<file path="src/rtl/kr580vv55_ppi_if.sv">
// kr580vv55_ppi_if: CPU-side I/O bus of the PPI (address, strobes, write data, read data).
// Ports: port  - CPU I/O address (master -> slave)
//        port_we - one-ce write strobe, port_rd - one-ce read strobe
//        din   - write data (master -> slave), dout - read data (slave -> master)
interface kr580vv55_ppi_if;
   logic [7:0] port;
   logic       port_we;
   logic       port_rd;
   logic [7:0] din;
   logic [7:0] dout;
   modport master (output port, port_we, port_rd, din, input dout);
   modport slave (input port, port_we, port_rd, din, output dout);
endinterface

</file>
<file path="src/rtl/kr580vv55_ppi.sv">
// kr580vv55_ppi: 8255-style PPI with mode 0 and mode 1 (strobed handshake) on groups A and B.
// Ports: clock/reset/ce - clock, async active-high reset, clock enable
//        bus     - CPU I/O bus (slave side), decoded at BASE[7:2]:00..11 (PA, PB, PC, CTRL)
//        pa_i/pb_i/pc_i - pin inputs; pa_o/pb_o/pc_o - pin output values
//        pa_oe/pb_oe    - port drive enables; pc_oe - per-bit PC drive enable
//        intr_a/intr_b  - INTR_A (PC3) and INTR_B (PC0)
module kr580vv55_ppi #(
   parameter logic [7:0] BASE = 8'h00
) (
   input  logic                  clock,
   input  logic                  reset,
   input  logic                  ce,
   kr580vv55_ppi_if.slave        bus,
   input  logic [7:0]            pa_i,
   input  logic [7:0]            pb_i,
   input  logic [7:0]            pc_i,
   output logic [7:0]            pa_o,
   output logic [7:0]            pb_o,
   output logic [7:0]            pc_o,
   output logic                  pa_oe,
   output logic                  pb_oe,
   output logic [7:0]            pc_oe,
   output logic                  intr_a,
   output logic                  intr_b
);
   logic [7:0] ctrl_q, ctrl_d, pa_q, pa_d, pb_q, pb_d, pc_q, pc_d, ina_q, ina_d, inb_q, inb_d;
   logic       ibf_a_q, ibf_a_d, obf_a_n_q, obf_a_n_d, intr_a_q, intr_a_d, inte_a_q, inte_a_d;
   logic       ibf_b_q, ibf_b_d, obf_b_n_q, obf_b_n_d, intr_b_q, intr_b_d, inte_b_q, inte_b_d;
   // handshake pin synchronizers, index 0 = PC2, 1 = PC4, 2 = PC6
   logic [2:0] s1_q, s2_q, prev_q, fall, rise;
   logic       cs, wr, rd, wr_pa, wr_pb, wr_pc, rd_pa, rd_pb, mset, bsr;
   logic [1:0] sel;
   logic [2:0] bit_n;
   logic       ma, a_in, cu_in, mb, b_in, cl_in, a_hin, a_hout;
   logic       a_fall, a_rise, bsr_inte_a, bsr_inte_b;
   logic [7:0] cm, om, st, pdir_out, pa_rd, pb_rd, pc_rd;
   assign cs    = bus.port[7:2] == BASE[7:2];
   assign sel   = bus.port[1:0];
   assign wr    = bus.port_we & cs;
   assign rd    = bus.port_rd & cs;
   assign wr_pa = wr & (sel == 2'd0);
   assign wr_pb = wr & (sel == 2'd1);
   assign wr_pc = wr & (sel == 2'd2);
   assign rd_pa = rd & (sel == 2'd0);
   assign rd_pb = rd & (sel == 2'd1);
   assign mset  = wr & (sel == 2'd3) & bus.din[7];
   assign bsr   = wr & (sel == 2'd3) & ~bus.din[7];
   assign bit_n = bus.din[3:1];
   assign ma      = |ctrl_q[6:5];
   assign a_in    = ctrl_q[4];
   assign cu_in   = ctrl_q[3];
   assign mb      = ctrl_q[2];
   assign b_in    = ctrl_q[1];
   assign cl_in   = ctrl_q[0];
   assign a_hin   = ma & a_in;
   assign a_hout  = ma & ~a_in;
   assign fall    = prev_q & ~s2_q;
   assign rise    = ~prev_q & s2_q;
   // group A listens to STB_A# (PC4) as input port, ACK_A# (PC6) as output port
   assign a_fall  = a_in ? fall[1] : fall[2];
   assign a_rise  = a_in ? rise[1] : rise[2];
   // BSR on the INTE bit of a mode 1 group updates INTE, not the PC latch
   assign bsr_inte_a = bsr & ma & (bit_n == (a_in ? 3'd4 : 3'd6));
   assign bsr_inte_b = bsr & mb & (bit_n == 3'd2);
   always_comb begin
      ctrl_d    = ctrl_q;
      pa_d      = wr_pa ? bus.din : pa_q;
      pb_d      = wr_pb ? bus.din : pb_q;
      pc_d      = wr_pc ? bus.din : pc_q;
      if (bsr & ~bsr_inte_a & ~bsr_inte_b)
         pc_d[bit_n] = bus.din[0];
      inte_a_d  = bsr_inte_a ? bus.din[0] : inte_a_q;
      inte_b_d  = bsr_inte_b ? bus.din[0] : inte_b_q;
      // strobe edge beats a same-cycle read, CPU write beats a same-cycle ACK edge,
      // and an INTR set beats an INTR clear
      ina_d     = (a_hin & a_fall) ? pa_i : ina_q;
      ibf_a_d   = (a_hin & a_fall) ? 1'b1 : (a_hin & rd_pa) ? 1'b0 : ibf_a_q;
      obf_a_n_d = (a_hout & wr_pa) ? 1'b0 : (a_hout & a_fall) ? 1'b1 : obf_a_n_q;
      intr_a_d  = (ma & a_rise) ? inte_a_q : (ma & (a_in ? rd_pa : wr_pa)) ? 1'b0 : intr_a_q;
      inb_d     = (mb & b_in & fall[0]) ? pb_i : inb_q;
      ibf_b_d   = (mb & b_in & fall[0]) ? 1'b1 : (mb & b_in & rd_pb) ? 1'b0 : ibf_b_q;
      obf_b_n_d = (mb & ~b_in & wr_pb) ? 1'b0 : (mb & ~b_in & fall[0]) ? 1'b1 : obf_b_n_q;
      intr_b_d  = (mb & rise[0]) ? inte_b_q : (mb & (b_in ? rd_pb : wr_pb)) ? 1'b0 : intr_b_q;
      if (mset) begin
         ctrl_d    = bus.din;
         pa_d      = 8'h00;
         pb_d      = 8'h00;
         pc_d      = 8'h00;
         inte_a_d  = 1'b0;
         inte_b_d  = 1'b0;
         intr_a_d  = 1'b0;
         intr_b_d  = 1'b0;
         ibf_a_d   = 1'b0;
         ibf_b_d   = 1'b0;
         obf_a_n_d = 1'b1;
         obf_b_n_d = 1'b1;
      end
   end
   always_ff @(posedge clock or posedge reset) begin
      if (reset) begin
         ctrl_q    <= 8'h9B;
         pa_q      <= 8'h00;
         pb_q      <= 8'h00;
         pc_q      <= 8'h00;
         ina_q     <= 8'h00;
         inb_q     <= 8'h00;
         ibf_a_q   <= 1'b0;
         ibf_b_q   <= 1'b0;
         obf_a_n_q <= 1'b1;
         obf_b_n_q <= 1'b1;
         intr_a_q  <= 1'b0;
         intr_b_q  <= 1'b0;
         inte_a_q  <= 1'b0;
         inte_b_q  <= 1'b0;
         s1_q      <= 3'b111;
         s2_q      <= 3'b111;
         prev_q    <= 3'b111;
      end else if (ce) begin
         ctrl_q    <= ctrl_d;
         pa_q      <= pa_d;
         pb_q      <= pb_d;
         pc_q      <= pc_d;
         ina_q     <= ina_d;
         inb_q     <= inb_d;
         ibf_a_q   <= ibf_a_d;
         ibf_b_q   <= ibf_b_d;
         obf_a_n_q <= obf_a_n_d;
         obf_b_n_q <= obf_b_n_d;
         intr_a_q  <= intr_a_d;
         intr_b_q  <= intr_b_d;
         inte_a_q  <= inte_a_d;
         inte_b_q  <= inte_b_d;
         s1_q      <= {pc_i[6], pc_i[4], pc_i[2]};
         s2_q      <= s1_q;
         prev_q    <= s2_q;
      end
   end
   // cm: PC bits claimed by a mode 1 group, om: claimed bits the PPI drives
   assign cm = {a_hout, a_hout, a_hin, a_hin, ma, mb, mb, mb};
   assign om = {a_hout, 1'b0, a_hin, 1'b0, ma, 1'b0, mb, 1'b0};
   assign st = {obf_a_n_q, inte_a_q, ibf_a_q, inte_a_q, intr_a_q, inte_b_q,
                b_in ? ibf_b_q : obf_b_n_q, intr_b_q};
   assign pdir_out = {{4{~cu_in}}, {4{~cl_in}}};
   assign pa_rd = a_in ? (ma ? ina_q : pa_i) : pa_q;
   assign pb_rd = b_in ? (mb ? inb_q : pb_i) : pb_q;
   assign pc_rd = (cm & st) | (~cm & ((pdir_out & pc_q) | (~pdir_out & pc_i)));
   assign bus.dout = ~cs ? 8'hFF : (sel == 2'd0) ? pa_rd : (sel == 2'd1) ? pb_rd :
                     (sel == 2'd2) ? pc_rd : ctrl_q;
   assign pa_o   = pa_q;
   assign pb_o   = pb_q;
   assign pc_o   = (cm & st) | (~cm & pc_q);
   assign pa_oe  = ~a_in;
   assign pb_oe  = ~b_in;
   assign pc_oe  = (~cm & pdir_out) | om;
   assign intr_a = intr_a_q;
   assign intr_b = intr_b_q;
endmodule
</file>
<file path="src/flat_wrapper.sv">
// flat-port wrapper written by rule: the top's interface ports become plain ports
module kr580vv55_ppi_flat 
#(
   parameter logic [7:0] BASE = 8'h00
)
  (clock, reset, ce, pa_i, pb_i, pc_i, pa_o, pb_o, pc_o, pa_oe, pb_oe, pc_oe, intr_a, intr_b, bus_port, bus_port_we, bus_port_rd, bus_din, bus_dout);
  kr580vv55_ppi_if bus_i ();
  input  logic clock;
  input  logic reset;
  input  logic ce;
  input  logic [7:0] pa_i;
  input  logic [7:0] pb_i;
  input  logic [7:0] pc_i;
  output logic [7:0] pa_o;
  output logic [7:0] pb_o;
  output logic [7:0] pc_o;
  output logic pa_oe;
  output logic pb_oe;
  output logic [7:0] pc_oe;
  output logic intr_a;
  output logic intr_b;
  input wire logic [$bits(bus_i.port)-1:0] bus_port;
  input wire logic [$bits(bus_i.port_we)-1:0] bus_port_we;
  input wire logic [$bits(bus_i.port_rd)-1:0] bus_port_rd;
  input wire logic [$bits(bus_i.din)-1:0] bus_din;
  output wire logic [$bits(bus_i.dout)-1:0] bus_dout;
  assign bus_i.port = bus_port;
  assign bus_i.port_we = bus_port_we;
  assign bus_i.port_rd = bus_port_rd;
  assign bus_i.din = bus_din;
  assign bus_dout = bus_i.dout;
  kr580vv55_ppi #(.BASE(BASE)) u_core (.clock(clock), .reset(reset), .ce(ce), .bus(bus_i), .pa_i(pa_i), .pb_i(pb_i), .pc_i(pc_i), .pa_o(pa_o), .pb_o(pb_o), .pc_o(pc_o), .pa_oe(pa_oe), .pb_oe(pb_oe), .pc_oe(pc_oe), .intr_a(intr_a), .intr_b(intr_b));
endmodule
</file>
<file path="config.mk">
export PLATFORM = sky130hd
export DESIGN_NAME = kr580vv55_ppi_flat
export DESIGN_NICKNAME = d
export VERILOG_FILES = /design/src/rtl/kr580vv55_ppi_if.sv /design/src/rtl/kr580vv55_ppi.sv /design/src/flat_wrapper.sv
export SDC_FILE = /design/constraint.sdc
export NUM_CORES = 1
export LEC_CHECK = 0
export ABC_AREA = 1
export BUFFER_PORTS_ARGS = -buffer_cell sky130_fd_sc_hd__buf_2
export CORE_MARGIN = 1
export CORE_UTILIZATION = 50
export DETAILED_ROUTE_END_ITERATION = 10
export PLACE_DENSITY_LB_ADDON = 0.15
export SLEW_MARGIN = 5
export SYNTH_ARGS = -nofsm -noshare
export SYNTH_HDL_FRONTEND = slang
export SYNTH_SLANG_ARGS = --single-unit
</file>
<file path="constraint.sdc">
create_clock -name clock -period 2.6 [get_ports clock]
set_input_delay 0.65 -clock clock [delete_from_list [all_inputs] [get_ports clock]]
set_output_delay 0.65 -clock clock [all_outputs]
set_load 0.05 [all_outputs]
</file>
# After elaboration in Yosys (flattened, before gate mapping)
# Cells that the tools add are included.
[totals] out_inout_bits=44 regBits=65
[op_classes] eq_ne=5 reduce_logical=27 mux=46 n_bitwise=55 order_cmp=2
[ops] operator="2-to-1 mux 8 bit" n=15
[ops] operator="AND 8 bit" n=6
[ops] operator="AND 1 bit" n=32
[ops] operator="bitwise OR 8 bit" n=4
[ops] operator="2-to-1 mux 1 bit" n=28
[ops] operator="AND reduction 2 bit" n=13
[ops] operator="nonzero test 3 bit" n=6
[ops] operator="inverter 8 bit" n=2
[ops] operator="bitwise mux 8 bit" n=1
[ops] operator="nonzero test 2 bit" n=4
[ops] operator="inverter 1 bit" n=7
[ops] operator="AND 3 bit" n=2
[ops] operator="zero test 6 bit" n=1
[ops] operator="inverter 3 bit" n=2
[ops] operator="equality test 2 bit (second input constant)" n=2
[ops] operator="less-than comparator 3 x 4 -> 1 bit (second input constant)" n=1
[ops] operator="demux 1 bit (select 3 bit)" n=1
[ops] operator="equality test 3 x 2 -> 1 bit (second input constant)" n=1
[ops] operator="equality test 3 bit" n=1
[ops] operator="greater-or-equal comparator 3 x 1 -> 1 bit (second input constant)" n=1
[ops] operator="equality test 2 x 1 -> 1 bit (second input constant)" n=1
[ops] operator="zero test 2 bit" n=1
[ops] operator="2-to-1 mux 2 bit" n=1
[ops] operator="OR reduction 2 bit" n=1
[ops] operator="logical AND 1 bit" n=1

# Longest topological paths before layout
[depth] word_depth=11 ltp_mapped=11 depth_no_buf=11

# Worst setup path after synthesis
# Ideal clock, no wire load.
[synth_timing] path_kind="flip-flop to output port" from="register u_core.ctrl_q[1]" to="output bus_dout[4]" setup_slack_ns=-0.069 path_buffers=1 arrival_time_ns=2.019 stages_incl_launch_ff=8 required_time_ns=1.950 path_cell_list="dfstp_2 > buf_2 > clkinv_1 > a21oi_1 > o21ai_0 > o21ai_0 > nand2_1 > nand4_1"
[synth_between] elab_chain_cells=4
[synth_lines] item="start, declared" line="kr580vv55_ppi.sv:26" text="logic [7:0] ctrl_q, ctrl_d, pa_q, pa_d, pb_q, pb_d, pc_q, pc_d, ina_q, ina_d, inb_q, inb_d;"
[synth_lines] item="start signal, assigned" line="kr580vv55_ppi.sv:119" text="ctrl_q <= ctrl_d;"
[synth_lines] item="2-to-1 mux 8 bit" line="kr580vv55_ppi.sv:145" text="assign pb_rd = b_in ? (mb ? inb_q : pb_i) : pb_q;"
[synth_lines] item="2-to-1 mux 8 bit (3 in series)" line="kr580vv55_ppi.sv:147" text="assign bus.dout = ~cs ? 8'hFF : (sel == 2'd0) ? pa_rd : (sel == 2'd1) ? pb_rd :"
[synth_lines] item="end, declared" line="flat_wrapper.sv:26" text="output wire logic [$bits(bus_i.dout)-1:0] bus_dout;"
# No other way between the ends.

# Worst setup path in the final report
[layout_timing] from="register u_core.ctrl_q[6]" to="output bus_dout[2]"
[layout_between] elab_chain_cells=5
[layout_lines] item="OR reduction 2 bit" line="kr580vv55_ppi.sv:49" text="assign ma = |ctrl_q[6:5];"
[layout_lines] item="2-to-1 mux 8 bit (2 in series)" line="kr580vv55_ppi.sv:144" text="assign pa_rd = a_in ? (ma ? ina_q : pa_i) : pa_q;"
[layout_lines] item="2-to-1 mux 8 bit (2 in series)" line="kr580vv55_ppi.sv:147"
# No other way between the ends.

==> flow_summary.json <==
{
  "outcome": "completed",
  "relSlewSlack_pct": 62.76,
  "final_max_slew_viol_count": 0,
  "synth_cell_types": 33,
  "fp.dieW_um": 91.17,
  "arrival_ps": 1910,
  "start_util_pct": 51.44,
  "grt_pass1_vias": 3792,
  "crit_path_end_kind": "output pin",
  "grt_overflow": 0,
  "fmax_ghz": 0.3900,
  "hold_buffers": 0,
  "setup_viol": 0,
  "routed_wl_um": 11870,
  "design_area_um2": 4826,
  "crit_required_ps": 1950,
  "track_usage_pct": 29.50,
  "remaining_drc_errors": 0,
  "syn_to_final_growth_pct": 21.40,
  "die_area_um2": 8311,
  "cts_root_buffer": "clkbuf_8",
  "fin_util_pct": 62.45,
  "synth_warnings": 0,
  "synth_seq_cells": 65,
  "grt_max_degree": 66,
  "die_h_um": 91.17,
  "cts.sinks": 65,
  "slowest_stage": "dfrtp_1",
  "hpwl_um": 8616,
  "htreeDepth": 3,
  "synthCells": 556,
  "tightest_slew_ps": 556.6,
  "clock_skew_ps": 10.65,
  "p_leak_nw": 2.406,
  "antenna_found_initial": 0,
  "worstSetupStartpointType": "flip-flop",
  "cp_max_fo": 12,
  "syn_area_um2": 3975,
  "power.density_nw_per_um2": 536.8,
  "vias": 4160,
  "clk_latency_ps": 350,
  "cts_buffers": 9,
  "layout.nets": 693,
  "drt-pass1-iter-count": 5,
  "drtAntennaViolNets": 0,
  "cp_slowest_stage_delay_ps": 430,
  "worstSetupPathType": "reg -> out",
  "maxCapViolCount": 0,
  "syn_nets": 601,
  "clk_pin_slew_ps": 80,
  "core_um2": 7727,
  "tritoncts": "built",
  "grt_pass1_wl_um": 18840,
  "peakVddDrop_mv": 0.2956,
  "cts_buffer_depth": 2,
  "viasPerCell": 5.510,
  "path_cells": "inv_1 -> nand2_2 -> buf_4 -> a21oi_1 -> o21ai_1 -> o211ai_1 -> nand3_1 -> buf_2",
  "finalHoldViolations": 0,
  "drive_gt1_share_pct": 26.49,
  "gp_congestion": 0.8753,
  "wl_per_cell_um": 15.73,
  "syn_area_per_cell_um2": 7.149,
  "period_needed_ps": 2564,
  "drt_iter0_markers": 268,
  "fin_crit_sh_pct": 98.62,
  "diodes": 0,
  "hp-class": "in -> async",
  "placed_area_um2": 4512,
  "io_pins": 89,
  "fp-row-count": 32,
  "seq_area_frac_synth_pct": 41.42,
  "io_buffers": 88
}
## timing repair
item | 4_1_cts | 5_1_grt
setup endpoints to repair | 6 | 8
cloned | 0 | 0
gates resized for setup | 10 | 22
pin swaps | 0 | 4
buffers inserted | 0 | 3
## through the flow
stage | hold WS, ps | std cells | setup TNS (ps) | setup WS (ps) | total power [W]
floorplan | 432.8 | 556 | 0 | 13.88 | 0.001464
global placement | 446.0 | 736 | 0 | 114.4 | 0.001613
detailed placement | 452.0 | 736 | 0 | 85.15 | 0.001621
CTS | 381.8 | 752 | 0 | 1.864 | 0.002589
global route | 414.7 | 755 | -24.49 | -24.49 | 0.002692
finish | 357.4 | 755 | 0 | 35.97 | 0.002591
## power breakdown
part	switching [W]	internal, W	leakage [nW]
clock network	0.000409	0.000569	0.107
registers	0.0000386	0.00108	0.805
logic	0.000360	0.000136	1.49
total	0.000807	0.00178	2.41
## critical path: cells and delay by family (launching register included)
| family | cells | cell delay [ps] |
|---|---|---|
| buffers and inverters | 3 | 530 |
| DFF | 1 | 430 |
| and+or+nand+nor | 2 | 250 |
| AOI/OAI and AO/OA | 3 | 350 |
## cell usage after synthesis (all sizes together)
master | count | area share, %
a21oi | 25 | 3.1
a221oi | 2 | 0.44
a22oi | 2 | 0.38
a32oi | 1 | 0.22
buf | 16 | 3.1
clkbuf | 8 | 0.76
clkinv | 4 | 0.41
dfrtp | 49 | 31
dfstp | 16 | 11
inv | 63 | 5.9
mux2 | 3 | 0.85
nand2 | 164 | 16
nand3 | 55 | 7.5
nand4 | 16 | 2.9
nor2 | 42 | 4.8
nor3 | 3 | 0.38
o2111ai | 1 | 0.22
o211ai | 12 | 2.3
o21ai | 73 | 9.3
o22ai | 1 | 0.16
## kinds of logic after synthesis
group	Yosys count	synth area share (%)
and+or+nand+nor	280	31.41
buffers and inverters	91	10.20
muxes	3	0.8498
AOI/OAI and AO/OA	117	16.12
DFF	65	41.42
## per-layer routing
layer / vias to the layer above / global-route usage, % / routed length, um
li1: 2017 / - / -
met1: 1967 / 39.35 / 5237
met2: 148 / 48.17 / 5719
met3: 28 / 3.853 / 598
met4: 0 / 12.70 / 318
met5: - / 0 / 0
## layout by cell type, fill, tap and decap left out, drive strengths merged
| cell type | netlist | final |
|---|---|---|
| dfstp | 16 | 16 |
| a221oi | 2 | 2 |
| nand3 | 55 | 55 |
| nand4 | 16 | 16 |
| nor2 | 42 | 42 |
| inv | 63 | 64 |
| buf | 16 | 104 |
| clkinv | 4 | 4 |
| nand2 | 164 | 164 |
| clkbuf | 8 | 13 |
| nor3 | 3 | 3 |
| bufinv | 0 | 2 |
| clkinvlp | 0 | 1 |
| o2111ai | 1 | 1 |
| o22ai | 1 | 1 |
| o211ai | 12 | 12 |
| a21oi | 25 | 25 |
| dfrtp | 49 | 49 |
| o21ai | 73 | 73 |
| a22oi | 2 | 2 |
| mux2 | 3 | 3 |
| a32oi | 1 | 1 |
## worst paths after layout
path | to | cells after the start | startpoint | slack, ps
worst max-delay path | bus_dout[2] | 8 | u_core.ctrl_q[6]$_DFFE_PP0P_ | 40
worst min-delay path | u_core.pb_o[6]$_DFFE_PP0P_ | 3 | reset | 360
worst max register to register | u_core.pc_q[0]$_DFFE_PP0P_ | 11 | u_core.ctrl_q[5]$_DFFE_PP0P_ | 840
worst min register to register | u_core.ctrl_q[7]$_DFFE_PP1P_ | 2 | u_core.ctrl_q[7]$_DFFE_PP1P_ | 470
max in group asynchronous | u_core.ctrl_q[4]$_DFFE_PP1P_ | 3 | reset | 1890
min in group clock | u_core.ctrl_q[7]$_DFFE_PP1P_ | 2 | u_core.ctrl_q[7]$_DFFE_PP1P_ | 470
## state kept, by name, summed over array words and instances, names as in the netlist
signal            count
u_core.pa_o           8
u_core.inb_q          8
u_core.pb_o           8
u_core.ctrl_q         8
u_core.prev_q         3
u_core.inte_a_q       1
u_core.pc_q           8
u_core.obf_a_n_q      1
u_core.intr_a         1
u_core.s2_q           3
u_core.intr_b         1
u_core.ibf_a_q        1
u_core.ina_q          8
u_core.s1_q           3
u_core.obf_b_n_q      1
u_core.ibf_b_q        1
u_core.inte_b_q       1
## cell type report
type | instances | area [um2]
clock buffers | 12 | 145.1
clock inverters | 4 | 76.32
fillers | 737 | 2902
inverters | 67 | 257.7
multi-input cells | 400 | 1961
flip-flops and latches | 65 | 1648
well taps | 102 | 127.6
repair buffers | 105 | 610.6
(Power assumes the default switching activity.)
